`src/rtl/unibus_arb.sv`:
```
// UNIBUS bus arbiter: fans the CPU's BG/NPG daisy chain out to per-slot grants and flags slave timeouts.
// Latency: a slot grant is registered, visible one clock after the first cycle the CPU grant line is high.
// Backpressure: none; a grant is held until the slot answers with SACK or the CPU withdraws it.
//
// Ports:
//   clk, reset (async active-low), bus_init (sync clear)
//   dev_br[4*NDEV] / dev_npr / dev_sack : per-slot requests and SACK (slot k BR7..BR4 at bits 4k+3..4k)
//   bus_bg_in[3:0] / bus_npg_in         : CPU grants BG7..BG4 and NPG
//   bus_msyn / bus_ssyn                 : wire-ORed bus handshake
//   bus_br / bus_npr / bus_sack         : combinational OR of slot requests and SACKs
//   dev_bg / dev_npg                    : registered per-slot grants
//   bus_nxm                             : non-existent memory flag (MSYN without SSYN for TIMEOUT clocks)
module unibus_arb #(
    parameter int NDEV    = 4,
    parameter int TIMEOUT = 1000
) (
    input  logic                clk,
    input  logic                reset,
    input  logic                bus_init,
    input  logic [4*NDEV-1:0]   dev_br,
    input  logic [NDEV-1:0]     dev_npr,
    input  logic [NDEV-1:0]     dev_sack,
    input  logic [3:0]          bus_bg_in,
    input  logic                bus_npg_in,
    input  logic                bus_msyn,
    input  logic                bus_ssyn,
    output logic [3:0]          bus_br,
    output logic                bus_npr,
    output logic                bus_sack,
    output logic [4*NDEV-1:0]   dev_bg,
    output logic [NDEV-1:0]     dev_npg,
    output logic                bus_nxm
);

    localparam int          SW  = (NDEV > 1) ? $clog2(NDEV) : 1;
    localparam logic [15:0] TMO = 16'(TIMEOUT);

    typedef enum logic [1:0] {IDLE, GRANT, HELD} state_t;

    state_t              state_q, state_d;
    // Level encoding doubles as the index into {npg, bg[3:0]}: 0..3 = BR4..BR7, 4 = NPG.
    logic [2:0]          lvl_q, lvl_d;
    logic [SW-1:0]       slot_q, slot_d;
    logic [4:0]          hist_q, hist_d;
    logic [15:0]         cnt_q, cnt_d;
    logic [4*NDEV-1:0]   dev_bg_q, dev_bg_d;
    logic [NDEV-1:0]     dev_npg_q, dev_npg_d;

    logic [4:0]             cur_grant;
    logic [4:0]             rise;
    logic                   rise_any;
    logic [2:0]             rise_lvl;
    logic [4:0][NDEV-1:0]   lvl_req;
    logic [NDEV-1:0]        req_vec;
    logic [SW-1:0]          pick_slot;
    logic                   sack_sel;
    logic                   line_sel;

    // Request/SACK fan-in to the CPU is purely combinational.
    always_comb begin
        bus_br = '0;
        for (int k = 0; k < NDEV; k++) begin
            bus_br = bus_br | dev_br[4*k +: 4];
        end
    end

    assign bus_npr  = |dev_npr;
    assign bus_sack = |dev_sack;

    assign cur_grant = {bus_npg_in, bus_bg_in};
    // History is updated every clock, so a rise seen while busy is consumed and never replayed.
    assign rise      = cur_grant & ~hist_q;
    assign rise_any  = |rise;

    always_comb begin
        rise_lvl  = 3'd0;
        lvl_req   = '0;
        pick_slot = '0;
        // Ascending scan: the last rising line found is the highest priority (NPG > BR7 > .. > BR4).
        for (int i = 0; i < 5; i++) begin
            if (rise[i]) rise_lvl = 3'(i);
        end
        for (int k = 0; k < NDEV; k++) begin
            for (int l = 0; l < 4; l++) begin
                lvl_req[l][k] = dev_br[4*k + l];
            end
            lvl_req[4][k] = dev_npr[k];
        end
        req_vec = lvl_req[rise_lvl];
        // Descending scan leaves the lowest-index (nearest the CPU) requester.
        for (int k = NDEV - 1; k >= 0; k--) begin
            if (req_vec[k]) pick_slot = SW'(k);
        end
    end

    assign sack_sel = dev_sack[slot_q];
    assign line_sel = cur_grant[lvl_q];

    always_comb begin
        state_d = state_q;
        lvl_d   = lvl_q;
        slot_d  = slot_q;
        case (state_q)
            IDLE: begin
                // A rise with no requester at that level is left orphaned for the CPU to time out.
                if (rise_any && (|req_vec)) begin
                    state_d = GRANT;
                    lvl_d   = rise_lvl;
                    slot_d  = pick_slot;
                end
            end
            GRANT: begin
                if (sack_sel)       state_d = HELD;
                else if (!line_sel) state_d = IDLE;
            end
            HELD: begin
                if (!sack_sel && !line_sel) state_d = IDLE;
            end
            default: state_d = IDLE;
        endcase
        if (bus_init) begin
            state_d = IDLE;
            lvl_d   = 3'd0;
            slot_d  = '0;
        end

        // Grant outputs are a registered decode of the next state.
        dev_bg_d  = '0;
        dev_npg_d = '0;
        for (int k = 0; k < NDEV; k++) begin
            for (int l = 0; l < 4; l++) begin
                dev_bg_d[4*k + l] = (state_d == GRANT) && (slot_d == SW'(k)) && (lvl_d == 3'(l));
            end
            dev_npg_d[k] = (state_d == GRANT) && (slot_d == SW'(k)) && (lvl_d == 3'd4);
        end

        hist_d = bus_init ? 5'd0 : cur_grant;

        // SSYN clears the counter on the same edge it would have saturated, so SSYN wins.
        if (bus_init || !bus_msyn || bus_ssyn) cnt_d = 16'd0;
        else if (cnt_q == TMO)                 cnt_d = cnt_q;
        else                                   cnt_d = cnt_q + 16'd1;
    end

    always_ff @(posedge clk or negedge reset) begin
        if (!reset) begin
            state_q   <= IDLE;
            lvl_q     <= 3'd0;
            slot_q    <= '0;
            hist_q    <= 5'd0;
            cnt_q     <= 16'd0;
            dev_bg_q  <= '0;
            dev_npg_q <= '0;
        end else begin
            state_q   <= state_d;
            lvl_q     <= lvl_d;
            slot_q    <= slot_d;
            hist_q    <= hist_d;
            cnt_q     <= cnt_d;
            dev_bg_q  <= dev_bg_d;
            dev_npg_q <= dev_npg_d;
        end
    end

    assign dev_bg  = dev_bg_q;
    assign dev_npg = dev_npg_q;
    assign bus_nxm = (cnt_q == TMO);

endmodule

```
`config.mk`:
```
export PLATFORM = sky130hd
export DESIGN_NAME = unibus_arb
export DESIGN_NICKNAME = d
export VERILOG_FILES = /design/src/rtl/unibus_arb.sv
export SDC_FILE = /design/constraint.sdc
export NUM_CORES = 1
export LEC_CHECK = 0
export ABC_CLOCK_PERIOD_IN_PS = 2350
export BUFFER_PORTS_ARGS = -buffer_cell sky130_fd_sc_hd__clkbuf_2
export CORE_ASPECT_RATIO = 1.5
export CORE_UTILIZATION = 35
export CTS_CLUSTER_SIZE = 28
export DETAILED_ROUTE_END_ITERATION = 16
export SLEW_MARGIN = 20
export SYNTH_ARGS = -nofsm -noshare
export SYNTH_HDL_FRONTEND = slang
export SYNTH_SLANG_ARGS = --single-unit
```
`constraint.sdc`:
```
create_clock -name clk -period 2.35 [get_ports clk]
set_clock_uncertainty 0.2 [all_clocks]
set_input_delay 0.47 -clock clk [delete_from_list [all_inputs] [get_ports clk]]
set_output_delay 0.47 -clock clk [all_outputs]
set_load 0.01 [all_outputs]
```
# Yosys cells after proc, flatten, opt, wreduce, memory -nomap -nowiden
# Index checks and enable logic that the tools add are counted.
# op_classes
eq_ne,12
add_sub_neg,1
bitwise_logic,5
muxes,29
reduce_logical,38
magnitude_cmp,3
# op_table
op,count
16-bit 2-to-1 mux,2
1-bit logical AND,26
2-bit 2-to-1 mux,12
3-bit 2-to-1 mux,6
16-bit by 1-bit adder with 16-bit output (second input constant),1
16-bit by 10-bit equality test with 1-bit output (second input constant),1
4-bit binary-select mux with 3-bit select,1
4-bit OR,3
4-bit OR reduction,3
3-bit by 4-bit < comparator with 1-bit output (second input constant),2
2-bit by 1-bit equality test with 1-bit output (second input constant),3
2-bit equality test (second input constant),3
3-bit by 2-bit equality test with 1-bit output (second input constant),2
2-bit one-hot mux with 3 select lines,1
5-bit AND,1
5-bit 2-to-1 mux,1
5-bit NOT,1
5-bit OR reduction,1
2-bit logical NOT,2
4-bit 2-to-1 mux,1
1-bit binary-select mux with 3-bit select,1
3-bit by 1-bit equality test with 1-bit output (second input constant),1
3-bit equality test (second input constant),1
1-bit logical NOT,3
other kinds (6),9
# totals
reg_bits,48
out_inout_bits,27
in_bits,34
word_cells,95

# Logic depth before layout (Yosys ltp)
# Gate-level depths: netlist of run 1.
# depth
ltp_word,18
ltp_mapped,10
mapped_depth_nobuf,8

# Worst setup path after synthesis of run 1
# OpenSTA, ideal clock, no wires.
# synth_timing
path_kind,input port to flip-flop
start,in bus_bg_in[1]
end,"reg dev_bg_q[12], in the netlist dev_bg[12]"
arrival_time_ns,2.196
path_slack_ns,-0.147
required_ns,2.049
n_path_buf,0
path_stages,7
setup_time_ns,0.101
path_cell_list,and2b_2 -> mux2i_1 -> a311o_1 -> o21a_4 -> a21oi_4 -> mux2_2 -> nor4_1
# synth_between
elab_chain_cells,17
word_cells_on_any_way,35
cone_classes,eq/ne: 2; mux: 24; bitwise: 1; reduce/logical: 8
# synth_rtl
element,line_no,text
start: declaration,23,"input logic [3:0] bus_bg_in,"
5-bit AND,72,assign rise = cur_grant & ~hist_q;
1-bit 2-to-1 mux,81,if (rise[i]) rise_lvl = 3'(i);
3-bit 2-to-1 mux (3 in series),81,
4-bit binary-select mux with 3-bit select,89,req_vec = lvl_req[rise_lvl];
4-bit 2-to-1 mux (not written as such),89,
2-bit 2-to-1 mux (4 in series),92,if (req_vec[k]) pick_slot = SW'(k);
2-bit 2-to-1 mux,106,if (rise_any && (|req_vec)) begin
2-bit 2-to-1 mux,103,case (state_q)
2-bit 2-to-1 mux,121,if (bus_init) begin
2-bit equality test,132,dev_bg_d[4*k + l] = (state_d == GRANT) && (slot_d == SW'(k)) && (lvl_d == 3'(l));
1-bit logical AND,132,
1-bit logical AND *,132,
via dev_bg_d[12],46,"logic [4*NDEV-1:0] dev_bg_q, dev_bg_d;"
end signal: assignment,160,dev_bg_q <= dev_bg_d;
end: declaration,46,
# Mark *: on every way through the listed nets, which the timed path passes. The rest lies on a longest branch. The select of a mux whose other input is x is not followed.
# A chain may end at the register's enable or synchronous reset.

# Final worst setup path of run 1
# layout_timing
start,reg hist_q[3]
end,"reg dev_bg_q[6], in the netlist dev_bg[6]"
# layout_between
elab_chain_cells,16
word_cells_on_any_way,27
cone_classes,eq/ne: 3; mux: 17; bitwise: 2; reduce/logical: 5
# layout_rtl
element,line_no,text
start: declaration,44,"logic [4:0] hist_q, hist_d;"
start signal: assignment,158,hist_q <= hist_d;
5-bit NOT *,72,
5-bit AND *,72,
3-bit 2-to-1 mux (2 in series),81,
4-bit binary-select mux with 3-bit select,89,
4-bit 2-to-1 mux (not written as such),89,
2-bit 2-to-1 mux (4 in series),92,
2-bit 2-to-1 mux,106,
2-bit 2-to-1 mux,103,
2-bit 2-to-1 mux,121,
2-bit by 1-bit equality test with 1-bit output,132,
1-bit logical AND,132,
1-bit logical AND *,132,
via dev_bg_d[6],46,
# Marked as above.

==> run metrics, run 1 <==
nets 396; Top FF cell, synth dfrtp_1; area post-placement between 3000 and 4000 um^2; DR top layer met4; synth warn 0; number of clock sinks 48; area leader, netlist dfrtp_1; Worst EP required 2.36 ns; Worst Setup Start Kind register; Vert. Die Dim between 100 and 150 um; syn_nets about 290; CP max FO 10; Crit Path Category reg -> reg; Max Cap Violations 0; Cell Rows 37; GRT Overall Usage 0.183; fraction of post-synthesis cell area in the top cell type by area 0.471; first-pass GRT wire length about 11 mm; endpoints failing hold 0; Slew Limit Fails 0; routed wl met2 around 3.4 mm; post-synthesis sequential area ratio 0.471; Post-Place Cells 420; proportion of layout cells with a drive suffix above 1 0.472; H-tree depth 2; port buffer count 60; synthesized cell area around 2500 um^2; post-detail-place hpwl around 4.6 mm; leakage power approximately 1.6 nW; Synth area leaders dfrtp_1 47%, nor4_1 4.4%, nor2_1 3.7%; period utilization 1.06; setup slack after layout -0.149 ns; Post-synth EDFFs 0; clock tree buffer depth 2; maximum vdd ir drop about 0.26 mV; DR iter-0 viols roughly 150; drt total wl 6.42 mm; failing checks negative setup slack; setup violators final 22; post-synthesis register bit count 48; routability congestion estimate 0.959; CTS tree built; vias in the first global route around 2300; crit path time final between 2 and 2.5 ns; Initial Util 0.367; post-synth cell types 54; HP Class in -> async; Post-Layout Cell Count 438; clock latency on the worst-skew pair about 0.3 ns; remaining routing DRC violations 0; I/O pin count 61; M1 wire length ~2.7 mm; core area slightly below 7000 um^2; # diodes 0; Vias/cell between 5 and 6; WL/cell 14.6 um; worst slack, placed -0.491 ns; vias post-DR around 2300; Fmax 400 MHz; ys async rst share 1.00; Worst Path Arrival between 2 and 3 ns; cts bufs inserted 5; Clk pin slew, worst setup/hold paths approximately 0.09 ns; DR pass1 iterations 4; Detail Route Antenna Nets 0; Area Growth Syn to Fin 41.6%; initial antenna violation count 0; RSZ-0062 raised after global routing true; WHS between 0.05 and 0.06 ns; die area about 7600 um^2; Finished Cell Area approximately 3600 um^2; cells after synthesis between 200 and 300; Tot Pwr ~2.2 mW; syn avg cell area 10.0 um^2; worst-margin pin slew just over 0.6 ns; Slew Limit Headroom 0.593; status complete, but fails checks; CP Capture Type register; die width just over 70 um; PwrDens 608 nW/um^2; routed length on met3 between 200 and 250 um; largest net degree at the start of global routing between 40 and 50; Post-CTS Hold Buffers 0; Overflow after GRT 0; CTS Root Buffer Type clkbuf_8
-- per-layer routing --
metal  vias up  track usage
met4         0       0.0924
met2        63        0.305
li1       1133            -
met5         -            0
met1      1119        0.226
met3        12       0.0313
-- layout by cell type (no fill, tap or decap), types with 4 or more instances in the layout --
| cell type | n |
|---|---|
| mux2i_1 | 7 |
| nor3_2 | 5 |
| o21ai_0 | 5 |
| a21oi_1 | 11 |
| or4_1 | 6 |
| nor4_2 | 12 |
| nor2_1 | 25 |
| nor2b_1 | 5 |
| clkbuf_8 | 5 |
| nor4_1 | 5 |
| buf_4 | 49 |
| clkbuf_2 | 60 |
| or3_1 | 4 |
| xor2_1 | 8 |
| nor3_1 | 7 |
| dfrtp_1 | 48 |
| inv_1 | 7 |
| nand2b_1 | 4 |
| nand3_1 | 6 |
| nand2_1 | 17 |
-- Yosys cell counts (2+ instances only) --
| cell type | count |
|---|---|
| nand2_1 | 17 |
| xnor2_1 | 3 |
| nor2b_1 | 6 |
| a21oi_1 | 12 |
| nor3_1 | 12 |
| nand3_1 | 7 |
| dfrtp_1 | 48 |
| and2b_1 | 2 |
| a311oi_1 | 2 |
| xor2_1 | 8 |
| nor3b_1 | 2 |
| or4_1 | 6 |
| o21ai_0 | 6 |
| mux2i_1 | 7 |
| nand2b_1 | 6 |
| nor4_1 | 18 |
| nor2_1 | 25 |
| ha_1 | 2 |
| nand4_1 | 2 |
| clkbuf_1 | 5 |
| buf_2 | 6 |
| or3b_2 | 3 |
| o41ai_1 | 2 |
| a311o_1 | 2 |
| or3_1 | 6 |
| and3_1 | 4 |
| inv_1 | 8 |
| buf_6 | 2 |
-- flip-flops by register name, summed over array words and instances (netlist names) --
signal	cells
state_q	2
cnt_q	16
slot_q	2
lvl_q	3
hist_q	5
dev_bg	16
dev_npg	4
-- worst max-delay path, cell delays in order, from the launching register on --
cell and delay, ns:
dfrtp_1 0.36, and2b_1 0.22, buf_12 0.14, o41ai_2 0.26, a21oi_2 0.10, a31o_1 0.25
a311oi_2 0.29, o21ai_2 0.11, buf_4 0.20, nor4_1 0.26
-- cells by family (layout without fill, tap and decap cells) --
family,Yosys count,in the layout,synth area share
DFF,48,48,0.471
muxes,10,10,0.0510
AOI/OAI and AO/OA,40,40,0.126
buffers and inverters,23,128,0.0442
and+or+nand+nor,121,121,0.260
xor gates and xnor gates,11,11,0.0378
adders and majority gates,2,2,0.00981
-- worst paths after layout --
| path | slack [ns] | to | start | depth (start not counted) |
|---|---|---|---|---|
| hold / removal | 0.06 | cnt_q[0]$_DFFE_PN0P_ | reset | 2 |
| hold reg to reg | 0.36 | cnt_q[15]$_DFFE_PN0P_ | cnt_q[15]$_DFFE_PN0P_ | 2 |
| setup / recovery | -0.15 | dev_bg[6]$_DFF_PN0_ | hist_q[3]$_DFF_PN0_ | 9 |
| min in group clk | 0.22 | hist_q[0]$_DFF_PN0_ | bus_bg_in[0] | 2 |
| max in group asynchronous | 1.48 | slot_q[1]$_DFF_PN0_ | reset | 2 |
| setup reg to reg | -0.15 | dev_bg[6]$_DFF_PN0_ | hist_q[3]$_DFF_PN0_ | 9 |
-- stage by stage --
| step | TNS, ns | util |
|---|---|---|
| after global routing | -4.16 | 0.520 |
| after global placement | -7.70 | 0.461 |
| after CTS | -1.56 | 0.508 |
| final | -2.04 | 0.520 |
| after floorplan | -0.710 | - |
| after detailed placement | -9.26 | 0.461 |
-- timing repair --
action	CTS	global route
endpoints found under the setup margin	24	24
pin swaps	10	4
resized for setup	29	13
setup buffers	8	3
cloned	0	0
-- power by group --
group / leakage (nW) / switching, mW / internal, mW
combinational: 0.948 / 0.404 / 0.386
clock: 0.0400 / 0.281 / 0.202
sequential: 0.659 / 0.0498 / 0.871
-- area by class of cell --
class                   instances  area, um^2
fillers                       634        3330
multi-input cells             184        1470
flip-flops and latches         48        1200
repair buffers                112         728
well taps                      78        97.6
clock buffers                   5        68.8
inverters                       9        33.8
clock inverters                 2        12.5
(Power assumes the default switching activity.)
==> run 2, diff against run 1 <==
--- a/config.mk
+++ b/config.mk
@@ -5,10 +5,12 @@
 export SDC_FILE = /design/constraint.sdc
 export NUM_CORES = 1
 export LEC_CHECK = 0
+export ABC_AREA = 1
 export ABC_CLOCK_PERIOD_IN_PS = 2350
 export BUFFER_PORTS_ARGS = -buffer_cell sky130_fd_sc_hd__clkbuf_2
 export CORE_ASPECT_RATIO = 1.5
-export CORE_UTILIZATION = 35
+export CORE_MARGIN = 1.5
+export CORE_UTILIZATION = 38
 export CTS_CLUSTER_SIZE = 28
 export DETAILED_ROUTE_END_ITERATION = 16
 export SLEW_MARGIN = 20
==> run 2 against run 1 <==
The run now ends clean. Via count rose by 3.5%. Synthesized cell count rose by 28%. Core utilization fell by 0.46 points. Global-route usage fell by 1.4 points. Count of clock-buffer cells in the layout did not move. First-iteration DRC count fell by 49%. Combinational power barely moved. Synthesized area rose by 2.4%. Register-to-register slack improved by 0.26 ns. Power fell by 1.2%. Largest cell class unchanged. Highest routed layer unchanged.
==> run metrics, run 2 <==
GRT Overall Usage 0.169 (was 0.183); routability congestion estimate 0.785 (was 0.959); Cell Rows 36 (was 37); Worst Path Arrival 2.22 ns (was 2.51 ns); Initial Util 0.397 (was 0.367); FILL cells 631 (was 634); Synth area leaders dfrtp_1 46%, inv_1 7.6%, nand2_1 7.5% (was dfrtp_1 47%, nor4_1 4.4%, nor2_1 3.7%); nets 452 (was 396); Detail Route Antenna Nets 0 (unchanged); H-tree depth 2 (unchanged); period utilization 0.952 (was 1.06); core area 6580 um^2 (was 6940 um^2); syn avg cell area 7.99 um^2 (was 10.0 um^2); r2r setup slk 0.11 ns (was -0.15 ns); drt total wl 6.04 mm (was 6.42 mm); Crit Path Category reg -> reg (unchanged); status finished clean (was complete, but fails checks); setup tns final 0 ns (was -2.04 ns); Area Growth Syn to Fin 29.8% (was 41.6%); crit path time final 2.24 ns (was 2.50 ns); number of clock sinks 48 (unchanged); CP Capture Type register (unchanged); worst-margin pin slew 0.589 ns (was 0.611 ns); leakage power 1.75 nW (was 1.65 nW); CP max FO 8 (was 10); clock latency on the worst-skew pair 0.30 ns (about the same); endpoints failing hold 0 (unchanged); Adder-Cell Fraction of Synth Area 0.00958 (was 0.00981); proportion of layout cells with a drive suffix above 1 0.363 (was 0.472); first-pass GRT wire length 10.2 mm (was 10.8 mm); worst slack, placed -0.141 ns (was -0.491 ns); WHS 0.199 ns (was 0.0597 ns); Slew Limit Fails 0 (unchanged); main combinational cell family by area after synthesis simple AND/OR/NAND/NOR gates (unchanged); post-synthesis sequential area ratio 0.460 (was 0.471); # diodes 0 (unchanged); Overflow after GRT 0 (unchanged); Slew Limit Headroom 0.607 (was 0.593); initial antenna violation count 0 (unchanged); Post-Layout Cell Count 492 (was 438); Top FF cell, synth dfrtp_1 (unchanged); largest net degree at the start of global routing 29 (was 49); critical path's largest stage delay 0.40 ns (was 0.36 ns); I/O pin count 61 (unchanged); Vias/cell 4.90 (was 5.31); crit path cell chain nor2_4 -> nand2_4 -> nand2_8 -> a21oi_1 -> nor2_1 -> nor2_1 -> nor2_2 -> nand2_2 -> nand2_4 -> nand2_2 -> a21oi_4 -> nor2_2 -> nand2_2 -> nor2_1 (was and2b_1 -> buf_12 -> o41ai_2 -> a21oi_2 -> a31o_1 -> a311oi_2 -> o21ai_2 -> buf_4 -> nor4_1); syn_nets 363 (was 291); HP Class in -> reg (was in -> async); maximum vdd ir drop 0.543 mV (was 0.259 mV); Post-synth EDFFs 0 (unchanged); FF/Latch Area 1200 um^2 (unchanged); synthesized cell area 2610 um^2 (was 2550 um^2); vias post-DR 2409 (was 2327); DR iter-0 viols 76 (was 148); clock tree buffer depth 2 (unchanged); Fmax 447 MHz (was 400 MHz); Max Cap Violations 0 (unchanged); Worst Setup Start Kind register (unchanged); CTS tree built (unchanged); PwrDens 640 nW/um^2 (was 608 nW/um^2); Worst EP required 2.34 ns (was 2.36 ns); most common cell in the netlist inv_1 (was dfrtp_1); post-detail-place hpwl 4.66 mm (was 4.59 mm); CTS Root Buffer Type clkbuf_8 (unchanged); commonest non-fill, non-tap cell in the layout clkbuf_2 (unchanged); fraction of post-synthesis cell area in the top cell type by area 0.460 (was 0.471); Post-Place Cells 480 (was 420); synthesized-area fraction occupied by and/or/nand/nor cells 0.338 (was 0.260); setup slack after layout 0.114 ns (was -0.149 ns); die width 70.7 um (was 71.7 um); DR pass1 iterations 4 (unchanged); WL/cell 12.3 um (was 14.6 um); Multi-input gate area 1270 um^2 (was 1470 um^2); CP max stage cell dfrtp_1 (unchanged); Tot Pwr 2.17 mW (was 2.19 mW); post-synth cell types 30 (was 54); most frequent cells in the layout 60 x clkbuf_2, 52 x inv_1, 48 x nand2_1, 48 x dfrtp_1, 34 x nor2_1 (was 60 x clkbuf_2, 49 x buf_4, 48 x dfrtp_1); port buffer count 60 (unchanged); RSZ-0062 raised after global routing true (unchanged); cells after synthesis 327 (was 255); post-synthesis register bit count 48 (unchanged); remaining routing DRC violations 0 (unchanged); cts bufs inserted 5 (unchanged); die area 7390 um^2 (was 7640 um^2); Synth Area in XOR/XNOR 0 (was 0.0378); vias in the first global route 2346 (was 2308); multiplexer share of the synthesized area 0 (was 0.0510); synth cell count leaders 53 x inv_1, 52 x nand2_1, 48 x dfrtp_1, 40 x nor2_1, 27 x nand3_1 (was 48 x dfrtp_1, 25 x nor2_1, 18 x nor4_1, 17 x nand2_1); Clk pin slew, worst setup/hold paths 0.08 ns (was 0.09 ns); compound-gate portion of the synthesized area 0.0920 (was 0.126); synth warn 0 (unchanged); Vert. Die Dim 105 um (was 107 um); setup violators final 0 (was 22); area leader, netlist dfrtp_1 (unchanged); ys async rst share 1.00 (unchanged)
run 2: kinds of logic after synthesis:
| kind of cell | after synthesis |
|---|---|
| AO/OA/AOI/OAI | 42 |
| AND/OR/NAND/NOR | 169 |
| buffers and inverters | 66 |
| flip-flops | 48 |
| adder cells (fa/ha/maj) | 2 |
run 2: layout make-up:
class | count | share of cell area
multi-input cells | 214 | 0.375
flip-flops and latches | 48 | 0.355
repair buffers | 84 | 0.146
inverters | 63 | 0.0720
well taps | 76 | 0.0281
clock buffers | 5 | 0.0203
clock inverters | 2 | 0.00369
run 2: path summary, 6_finish.rpt:
path	startpoint	to	cells past startpoint
min in group asynchronous	reset	cnt_q[14]$_DFFE_PN0P_	2
worst min-delay path	bus_bg_in[0]	hist_q[0]$_DFF_PN0_	3
worst max register to register	hist_q[1]$_DFF_PN0_	dev_bg[7]$_DFF_PN0_	14
max in group asynchronous	reset	state_q[0]$_DFF_PN0_	3
worst min register to register	cnt_q[6]$_DFFE_PN0P_	cnt_q[6]$_DFFE_PN0P_	1
worst max-delay path	hist_q[1]$_DFF_PN0_	dev_bg[7]$_DFF_PN0_	14
run 2: what timing repair did:
action	in CTS	in global routing
hold endpoints to repair	20	0
resized for setup	0	26
setup buffers	0	3
setup endpoints to repair	0	21
hold buffers	1	0
run 2: power breakdown:
part           internal, mW  switching [mW]
logic                 0.280           0.507
registers             0.882          0.0318
clock network         0.202           0.265
total                  1.36           0.803
run 2: stage by stage:
stage          cell area, um^2   util
2_1_floorplan             2610      -
3_3_place_gp              3150  0.479
3_5_place_dp              3150  0.479
4_1_cts                   3240  0.493
5_1_grt                   3390  0.515
6_report                  3390  0.515
run 2: critical path, delay by kind of cell, from the launching register on:
kind / cells / cell delay (ns)
simple gates: 12 / 1.21
flops: 1 / 0.40
compound gates: 2 / 0.31
run 2: per-layer routing:
layer | GRT usage | vias to the layer above | routed length [um]
li1 | - | 1218 | -
met2 | 0.314 | 25 | 3370
met5 | 0 | - | 0
met1 | 0.193 | 1158 | 2460
met3 | 0.0310 | 8 | 140
met4 | 0.0485 | 0 | 83
